`src/rtl/calc_pkg.sv`:
```
// Shared types and encodings for the calculator sequencer: the FSM state set,
// the ALU op codes and the phase indication shown to the user.
package calc_pkg;

    typedef enum logic [2:0] {
        WAIT_A  = 3'd0,
        WAIT_B  = 3'd1,
        WAIT_OP = 3'd2,
        EXEC    = 3'd3,
        SHOW    = 3'd4
    } state_t;

    localparam logic [1:0] OP_ADD = 2'b00;
    localparam logic [1:0] OP_SUB = 2'b01;
    localparam logic [1:0] OP_MUL = 2'b10;
    localparam logic [1:0] OP_REM = 2'b11;

    localparam logic [1:0] PH_A    = 2'd0;
    localparam logic [1:0] PH_B    = 2'd1;
    localparam logic [1:0] PH_OP   = 2'd2;
    localparam logic [1:0] PH_EXEC = 2'd3;

    function automatic logic [1:0] phase_of(input state_t s);
        case (s)
            WAIT_A:  phase_of = PH_A;
            WAIT_B:  phase_of = PH_B;
            WAIT_OP: phase_of = PH_OP;
            default: phase_of = PH_EXEC;
        endcase
    endfunction

endpackage

```
`src/rtl/calc_seq.sv`:
```
// Operand/op entry sequencer for an external ALU: collects A, B and an op code,
// waits ALU_LAT cycles, then captures the ALU result and flags for display.
module calc_seq
    import calc_pkg::*;
#(
    parameter int ALU_LAT = 1
) (
    input  logic       clk,
    input  logic       rst,
    input  logic       clr,
    input  logic       enter,
    input  logic [2:0] din,
    output logic [2:0] alu_a,
    output logic [2:0] alu_b,
    output logic [1:0] alu_s,
    input  logic [3:0] alu_r,
    input  logic       alu_sf,
    input  logic       alu_zf,
    input  logic       alu_dzf,
    output logic [3:0] result,
    output logic       sign,
    output logic       zero,
    output logic       dz_err,
    output logic [1:0] phase,
    output logic       done
);

    localparam logic [3:0] LAT_CNT = 4'(ALU_LAT);

    state_t     state_q, state_d;
    logic [2:0] a_q, a_d;
    logic [2:0] b_q, b_d;
    logic [1:0] op_q, op_d;
    logic [3:0] cnt_q, cnt_d;
    logic [3:0] result_q, result_d;
    logic       sign_q, sign_d;
    logic       zero_q, zero_d;
    logic       dz_q, dz_d;
    logic       done_q, done_d;
    logic [1:0] phase_q;

    always_comb begin
        state_d  = state_q;
        a_d      = a_q;
        b_d      = b_q;
        op_d     = op_q;
        cnt_d    = cnt_q;
        result_d = result_q;
        sign_d   = sign_q;
        zero_d   = zero_q;
        dz_d     = dz_q;
        done_d   = 1'b0;
        case (state_q)
            WAIT_A, SHOW: begin
                if (enter) begin
                    a_d     = din;
                    state_d = WAIT_B;
                end
            end
            WAIT_B: begin
                if (enter) begin
                    b_d     = din;
                    state_d = WAIT_OP;
                end
            end
            WAIT_OP: begin
                if (enter) begin
                    op_d    = din[1:0];
                    cnt_d   = LAT_CNT;
                    state_d = EXEC;
                end
            end
            EXEC: begin
                cnt_d = cnt_q - 4'd1;
                // Last EXEC cycle: a divide-by-zero overrides whatever the ALU drives.
                if (cnt_q == 4'd1) begin
                    result_d = alu_dzf ? 4'd0 : alu_r;
                    sign_d   = alu_dzf ? 1'b0 : alu_sf;
                    zero_d   = alu_dzf ? 1'b0 : alu_zf;
                    dz_d     = alu_dzf;
                    done_d   = 1'b1;
                    state_d  = SHOW;
                end
            end
            default: state_d = WAIT_A;
        endcase
    end

    // clr shares the reset path so that a clear always beats a same-cycle enter.
    always_ff @(posedge clk) begin
        if (rst || clr) begin
            state_q  <= WAIT_A;
            a_q      <= '0;
            b_q      <= '0;
            op_q     <= '0;
            cnt_q    <= '0;
            result_q <= '0;
            sign_q   <= 1'b0;
            zero_q   <= 1'b0;
            dz_q     <= 1'b0;
            done_q   <= 1'b0;
            phase_q  <= PH_A;
        end else begin
            state_q  <= state_d;
            a_q      <= a_d;
            b_q      <= b_d;
            op_q     <= op_d;
            cnt_q    <= cnt_d;
            result_q <= result_d;
            sign_q   <= sign_d;
            zero_q   <= zero_d;
            dz_q     <= dz_d;
            done_q   <= done_d;
            phase_q  <= phase_of(state_d);
        end
    end

    assign alu_a  = a_q;
    assign alu_b  = b_q;
    assign alu_s  = op_q;
    assign result = result_q;
    assign sign   = sign_q;
    assign zero   = zero_q;
    assign dz_err = dz_q;
    assign phase  = phase_q;
    assign done   = done_q;

endmodule
```
`config.mk`:
```
export PLATFORM = sky130hd
export DESIGN_NAME = calc_seq
export DESIGN_NICKNAME = d
export VERILOG_FILES = /design/src/rtl/calc_pkg.sv /design/src/rtl/calc_seq.sv
export SDC_FILE = /design/constraint.sdc
export NUM_CORES = 1
export LEC_CHECK = 0
export ABC_AREA = 1
export CORE_UTILIZATION = 48
export DETAILED_ROUTE_END_ITERATION = 8
export PLACE_DENSITY_LB_ADDON = 0.05
export SLEW_MARGIN = 20
export SYNTH_ARGS = -nofsm -noshare
export SYNTH_HDL_FRONTEND = slang
export SYNTH_SLANG_ARGS = --single-unit
```
`constraint.sdc`:
```
create_clock -name clk -period 2.8 [get_ports clk]
set_input_delay 0.42 -clock clk [delete_from_list [all_inputs] [get_ports clk]]
set_output_delay 0.42 -clock clk [all_outputs]
set_load 0.005 [all_outputs]
```
== Word level (Yosys, flattened, before mapping) ==
Index checks and enable logic that the tools add are counted.
W data, S select, Z words.

* Output and inout bits: 18
* Memories: 0
* Flip-flop bits (word level): 25
* ROM bits: 0
* Bits of input ports: 14
* Memory bits (writable): 0
* Word-level logic and storage cells: 44
* Bits in latches: 0

* $add $sub $neg: 1
* $mul: 0
* Bitwise operators: 1
* Div/mod/pow operators: 0
* Shift-type cells: 0
* Multiplexer cells: 12
* Equal/unequal tests: 8
* $lt $le $gt $ge: 0
* Reduce and logical (&&, ||, !) cells: 11

{| class="wikitable"
|+ Operator list
! kind !! count
|-
| $mux W3 || 4
|-
| $pmux W3 S4 || 1
|-
| $reduce_and A2 Y1 || 5
|-
| $eq A3 B2 Y1 const B || 3
|-
| $mux W4 || 2
|-
| $pmux W4 S2 || 1
|-
| $eq A3 B1 Y1 const B || 2
|-
| $logic_not A3 Y1 || 2
|-
| $pmux W2 S3 || 1
|-
| $eq A4 B1 Y1 const B || 1
|-
| $reduce_or A2 Y1 || 2
|-
| $sub A4 B1 Y4 const B || 1
|-
| $eq A3 B3 Y1 const B || 1
|-
| $mux W1 || 3
|-
| $ne A2 B2 Y1 const B || 1
|-
| $reduce_bool A2 Y1 || 1
|-
| $logic_or A1 B1 Y1 || 1
|-
| $not A1 Y1 || 1
|}

== Logic depth before layout (Yosys ltp) ==
Gate-level depths: netlist of the first run.

* Word-level depth: 5
* Depth in mapped cells: 9
* Depth with buffers taken out: 9

== Worst setup path after synthesis of the first run ==
Ideal clock, no wire load.

* Kind: reg2reg
* From: register cnt_q[1]
* To: register phase_q[1], in the netlist phase[1]
* Setup slack: 1.666 ns
* Buffers on the path: 0
* Data required time: 2.686 ns
* Library setup time: 0.114 ns
* Cell stages (with the launch flop): 8
* Period minus slack after synthesis: 1.134 ns
* Data arrival time: 1.020 ns
* Path through: dfxtp_1 > inv_1 > ha_1 > nand2_1 > o21ai_0 > nand2_1 > nand2_1 > nand2_1

* Word-level cells in the longest chain between the ends: 5
* Elaborated cells between the ends (all ways): 7
* Those cells by class: 3 x eq/ne; 3 x mux; 1 x reduce/logical

{| class="wikitable"
|+ RTL lines
! item !! RTL line !! text
|-
| start, declared || calc_seq.sv:34 || <nowiki>logic [3:0] cnt_q, cnt_d;</nowiki>
|-
| start signal, assigned || calc_seq.sv:108 || <nowiki>cnt_q <= cnt_d;</nowiki>
|-
| $eq A4 B1 Y1 (*) || calc_seq.sv:76 || <nowiki>if (cnt_q == 4'd1) begin</nowiki>
|-
| $mux W3 (*) || calc_seq.sv:76 ||
|-
| $pmux W3 S4 (*) || calc_seq.sv:53 || <nowiki>case (state_q)</nowiki>
|-
| $eq A3 B2 Y1 (tied with other cells) || calc_pkg.sv:24 || <nowiki>case (s)</nowiki>
|-
| $pmux W2 S3 (*) || calc_pkg.sv:24 ||
|-
| end signal, assigned || calc_seq.sv:114 || <nowiki>phase_q <= phase_of(state_d);</nowiki>
|-
| end, declared || calc_seq.sv:40 || <nowiki>logic [1:0] phase_q;</nowiki>
|}

Mark *: on every way between the ends. The rest lies on a longest branch, timed or not.
A chain may end at the register's enable or synchronous reset.

== Worst setup path after layout of the first run ==
* From: register b_q[1], in the netlist alu_b[1]
* To: output port alu_b[1]

{| class="wikitable"
|+ RTL lines
! item !! RTL line !! text
|-
| start, declared || calc_seq.sv:32 || <nowiki>logic [2:0] b_q, b_d;</nowiki>
|-
| start signal, assigned || calc_seq.sv:94 || <nowiki>b_q <= '0;</nowiki>
|-
| start signal, assigned || calc_seq.sv:106 || <nowiki>b_q <= b_d;</nowiki>
|-
| end, declared || calc_seq.sv:14 || <nowiki>output logic [2:0] alu_b,</nowiki>
|}

No word-level cell between the ends.

==> flow_summary.json, run 1 <==
{
  "status": "completed",
  "clock_sinks": 25,
  "slew_violations": 0,
  "grt_max_degree": 23,
  "grt_pass1_vias": 856,
  "synthCells": 136,
  "synth_top_family_by_area": "simple AND/OR/NAND/NOR gates",
  "syn_to_final_growth_pct": 35.2,
  "synth_nets": 152,
  "cp.arrival_ns": 1.18,
  "fin_ws_ns": 1.20,
  "synthAdderAreaFrac": 0.0241,
  "synth-compound-area-share": 0.117,
  "rsz0062_at_grt": "false",
  "cts_hold_buf": 0,
  "max_cap_viol_count": 0,
  "drive_above_1_share": 0.0706,
  "num_vias": 924,
  "dpl_worst_slack_ns": 1.18,
  "min_path_type": "flip-flop to flip-flop",
  "yosys_warnings": 0,
  "min_period_over_period": 0.570,
  "track_usage": 0.194,
  "cp_cell_sequence": "clkdlybuf4s50_1",
  "max_slew_margin": 0.761,
  "cp_top_family": "buffers and inverters",
  "avgSynthCellArea_um2": 7.64,
  "synth_top_area_cell": "dfxtp_1",
  "grt.overflow.total": 0,
  "clk_pin_slew_ns": 0.13,
  "cellLeakagePower_nw": 0.590,
  "place_hpwl_mm": 1.58,
  "synth_commonest_cells": "25 x dfxtp_1, 24 x nor2_1, 22 x nand2_1",
  "cp_data_required_time_ns": 2.38,
  "regArea_um2": 500,
  "cp_num_buf_inv": 1,
  "yosysSeqAreaShare": 0.482,
  "fmax_ghz": 0.627,
  "crit_path_start_kind": "flip-flop",
  "finalHoldWorstSlack_ns": 0.485,
  "drc": 0,
  "ir_worst_vdd_mv": 0.221,
  "finalPower_mw": 0.572,
  "slowest_delay_ns": 0.51,
  "wl_mm": 2.03,
  "yosys-mux-area-fraction": 0,
  "synth.area.top_cells": "dfxtp_1 48%, nor2_1 8.7%, nand2_1 8.0%",
  "ys_types": 21,
  "drtIter0Drc": 26,
  "place.gp.congestion": 0.865,
  "cts_made_buffers": 3,
  "fin_crit_ns": 1.60,
  "async_flop_share": 0,
  "rows": 16,
  "nFillCells": 169,
  "powerDensity_nw_per_um2": 407,
  "htreeDepth": 1,
  "synth_edf_count": 0,
  "initial_core_util": 0.519,
  "detail_route.first_pass.iterations": 4,
  "vias_per_cell": 4.69,
  "path_class": "flip-flop to output port",
  "wl_per_cell_um": 10.3,
  "die-area_um2": 2350,
  "crit_fanout": 2,
  "final_nets": 187,
  "cts-resized-gates": 0,
  "cts.path.max_buffers": 2,
  "fin_worst_skew_ns": 0.00221,
  "multi_input_area_um2": 455,
  "synth_xor_area_frac": 0,
  "insertion_delay_ns": 0.30,
  "worstMarginPinSlew_ns": 0.355,
  "hold_viol": 0,
  "pin_count": 32,
  "antenna_found_initial": 0,
  "cp_slowest_cell": "clkdlybuf4s50_1",
  "post_cts_buffers": 0,
  "ant_nets": 0,
  "fin_tns_setup_ns": 0,
  "die_w_um": 48.5,
  "diodes": 0,
  "final_util": 0.701,
  "yosysTopAreaCellShare": 0.482,
  "ctsRootBufferMaster": "clkbuf_4",
  "synth_most_common_cell": "dfxtp_1",
  "synthSimpleGateAreaFrac": 0.298,
  "yosys_register_bits": 25,
  "setup_viol": 0,
  "syn_area_um2": 1040,
  "core-area_um2": 2000,
  "end_kind": "output port",
  "die_h_um": 48.5,
  "grt_pass1_wl_mm": 3.59,
  "portBuffers": 31,
  "cts_tree": "yes",
  "synthFlopType": "dfxtp_1"
}
area by class of cell:
| cell class | count | area share |
|---|---|---|
| Clock buffer | 4 | 0.0187 |
| Inverter | 18 | 0.0499 |
| Multi-Input combinational cell | 91 | 0.324 |
| Sequential cell | 25 | 0.357 |
| Tap cell | 27 | 0.0241 |
| Timing Repair Buffer | 32 | 0.226 |
registers in the layout, summed over array words and instances, names as in the netlist:
name	cells
alu_s	2
state_q	3
dz_err	1
result	4
zero	1
phase	2
cnt_q	4
done	1
sign	1
alu_a	3
alu_b	3
per-stage QoR:
step / cells / instance area (um2)
after floorplan: 136 / 1040
after global placement: 193 / 1380
after detailed placement: 193 / 1380
after CTS: 197 / 1400
after global routing: 197 / 1400
final: 197 / 1400
cells by family (layout without fill, tap and decap cells):
group	Yosys count	in the layout
simple gates	66	66
flops	25	25
compound gates	23	23
buf+inv	20	54
fa+ha+maj	2	2
path summary, 6_finish.rpt:
check	startpoint	end	slack [ns]	cells after the start
max reg2reg	cnt_q[1]	phase[1]	1.48	7
min reg2reg	cnt_q[1]	cnt_q[1]	0.49	2
max	alu_b[1]	alu_b[1]	1.20	1
min	cnt_q[1]	cnt_q[1]	0.49	2
cell usage in the layout (no fill, tap or decap):
cell / count
a21oi_1: 4
buf_4: 1
clkbuf_1: 1
clkbuf_4: 3
clkdlybuf4s50_1: 31
dfxtp_1: 25
ha_1: 2
inv_1: 17
inv_4: 1
nand2_1: 22
nand2_2: 1
nand2_4: 1
nand3_1: 12
nand3_4: 1
nand4_1: 1
nor2_1: 24
nor2_2: 1
nor2_4: 2
o21ai_0: 12
o21ai_1: 5
o21ai_2: 1
o21bai_1: 1
or2_0: 1
layer usage:
metal / GRT usage / vias up / wire length (um)
met5: 0 / - / 0
met4: 0.0637 / 0 / 12
met3: 0.0346 / 2 / 108
li1: - / 498 / -
met2: 0.333 / 20 / 950
met1: 0.245 / 404 / 954
power breakdown:
part	switching, mW	internal (mW)	total (mW)	leakage [nW]
sequential	0.00284	0.360	0.363	0.202
combinational	0.0238	0.0297	0.0536	0.373
clock	0.0995	0.0555	0.155	0.0150
total	0.126	0.446	0.572	0.590
Note: power is estimated with default switching activity, not from simulation.
==> run 2: changes to the inputs <==
Settings changed: CORE_UTILIZATION 48 to 40.
Clock period 2.8 ns to 1.45 ns, I/O delays scaled along.
==> flow_summary.json, run 2 (synthesis gave the netlist of run 1 again) <==
{
  "place_hpwl_mm": 1.72,
  "cts_hold_buf": 0,
  "slew_violations": 0,
  "rows": 18,
  "cp_num_buf_inv": 1,
  "dr_wl_met3_um": 114,
  "num_vias": 979,
  "ir_worst_vdd_mv": 0.570,
  "layout_commonest_cell": "clkdlybuf4s50_1",
  "setup_viol": 0,
  "reg2reg_to": "result[1]",
  "cp_top_family": "buffers and inverters",
  "initial_core_util": 0.423,
  "wl_mm": 2.30,
  "diodes": 0,
  "grt_max_degree": 15,
  "crit_path_start_kind": "flip-flop",
  "top_layer_used": "met4",
  "die_w_um": 53.0,
  "wl_per_cell_um": 11.4,
  "r2r_cells": 6,
  "fin_worst_skew_ns": 0.00941,
  "insertion_delay_ns": 0.32,
  "min_delay_worst_endpoint": "result[2]",
  "crit_fanout": 2,
  "grt_pass1_wl_mm": 3.58,
  "drc": 1,
  "cp_data_required_time_ns": 1.23,
  "hold_viol": 0,
  "finalPower_mw": 1.12,
  "drive_above_1_share": 0.116,
  "max_cap_viol_count": 0,
  "grt_pass1_vias": 842,
  "cts_tree": "yes",
  "vias_per_cell": 4.85,
  "fmax_ghz": 0.710,
  "end_kind": "output port",
  "min_period_over_period": 0.971,
  "min_path_type": "primary input to flip-flop",
  "cp.arrival_ns": 1.19,
  "min_path_cells": 3,
  "ant_nets": 0,
  "hold_path_startpoint": "alu_r[2]",
  "dr_wl_met2_mm": 1.01,
  "stdcell_count": 202,
  "final_nets": 189,
  "portBuffers": 31,
  "worstMarginPinSlew_ns": 0.214,
  "htreeDepth": 1,
  "routedLengthMet1_mm": 1.14,
  "clk_pin_slew_ns": 0.12,
  "pin_count": 32,
  "die_h_um": 53.0,
  "fin_crit_ns": 1.41,
  "max_slew_margin": 0.856,
  "powerDensity_nw_per_um2": 778,
  "mostFrequentLayoutCells": "30 x clkdlybuf4s50_1, 24 x nor2_1, 22 x nand2_1",
  "cp.depth": 1,
  "violations": "DRC",
  "core-area_um2": 2450,
  "place.gp.congestion": 0.946,
  "r2r_start": "cnt_q[1]",
  "regToRegSetupSlack_ns": 0.17,
  "ctsRootBufferMaster": "clkbuf_4",
  "die-area_um2": 2800,
  "clock_sinks": 25,
  "track_usage": 0.177,
  "path_class": "flip-flop to output port",
  "grt.overflow.total": 0,
  "cts.path.max_buffers": 2,
  "detail_route.first_pass.iterations": 6,
  "cp_cell_sequence": "clkdlybuf4s50_1",
  "antenna_found_initial": 0,
  "cp_slowest_cell": "clkdlybuf4s50_1",
  "drtIter0Drc": 12,
  "status": "finished with violations",
  "cellLeakagePower_nw": 0.620,
  "dpl.cell_count": 198,
  "slowest_delay_ns": 0.51,
  "syn_to_final_growth_pct": 38.0,
  "post_cts_buffers": 0,
  "cts_made_buffers": 3
}
## run 2: cell type report
| class | count | area, um2 |
|---|---|---|
| Clock buffer | 4 | 26.3 |
| Fill cell | 240 | 1020 |
| Inverter | 18 | 70.1 |
| Multi-Input combinational cell | 91 | 455 |
| Sequential cell | 25 | 508 |
| Tap cell | 30 | 37.5 |
| Timing Repair Buffer | 34 | 335 |
## run 2: how the worst max path moves through the flow
stage | startpoint | to
floorplan | cnt_q[1] | phase[1]
global placement | enter | phase[1]
detailed placement | enter | alu_b[0]
CTS | alu_b[0] | alu_b[0]
global route | alu_a[2] | alu_a[2]
finish | alu_a[2] | alu_a[2]
## run 2: repair_timing
item | 4_1_cts | 5_1_grt
endpoints found under the hold margin | 0 | 0
setup endpoints to repair | 0 | 7
resized for setup | 0 | 8
## run 2: through the flow
step | hold WS [ns] | setup TNS (ns) | utilization | cell area, um2 | setup slack, ns
floorplan | 0.352 | 0 | - | 1040 | 0.316
global placement | 0.453 | 0 | 0.569 | 1400 | 0.0715
detailed placement | 0.459 | 0 | 0.569 | 1400 | 0.00131
CTS | 0.445 | 0 | 0.580 | 1420 | 0.0138
global route | 0.441 | -0.00854 | 0.584 | 1430 | -0.00854
finish | 0.452 | 0 | 0.584 | 1430 | 0.0422
## run 2: where the power goes
group          leakage, nW  internal, mW  switching, mW
Sequential           0.205         0.696        0.00637
Combinational        0.400        0.0595         0.0492
Clock               0.0150         0.108          0.196
## run 2: routing by layer
metal | track usage | up-vias
li1 | - | 503
met1 | 0.227 | 440
met2 | 0.266 | 32
met3 | 0.0718 | 4
met4 | 0.0614 | 0
met5 | 0 | -
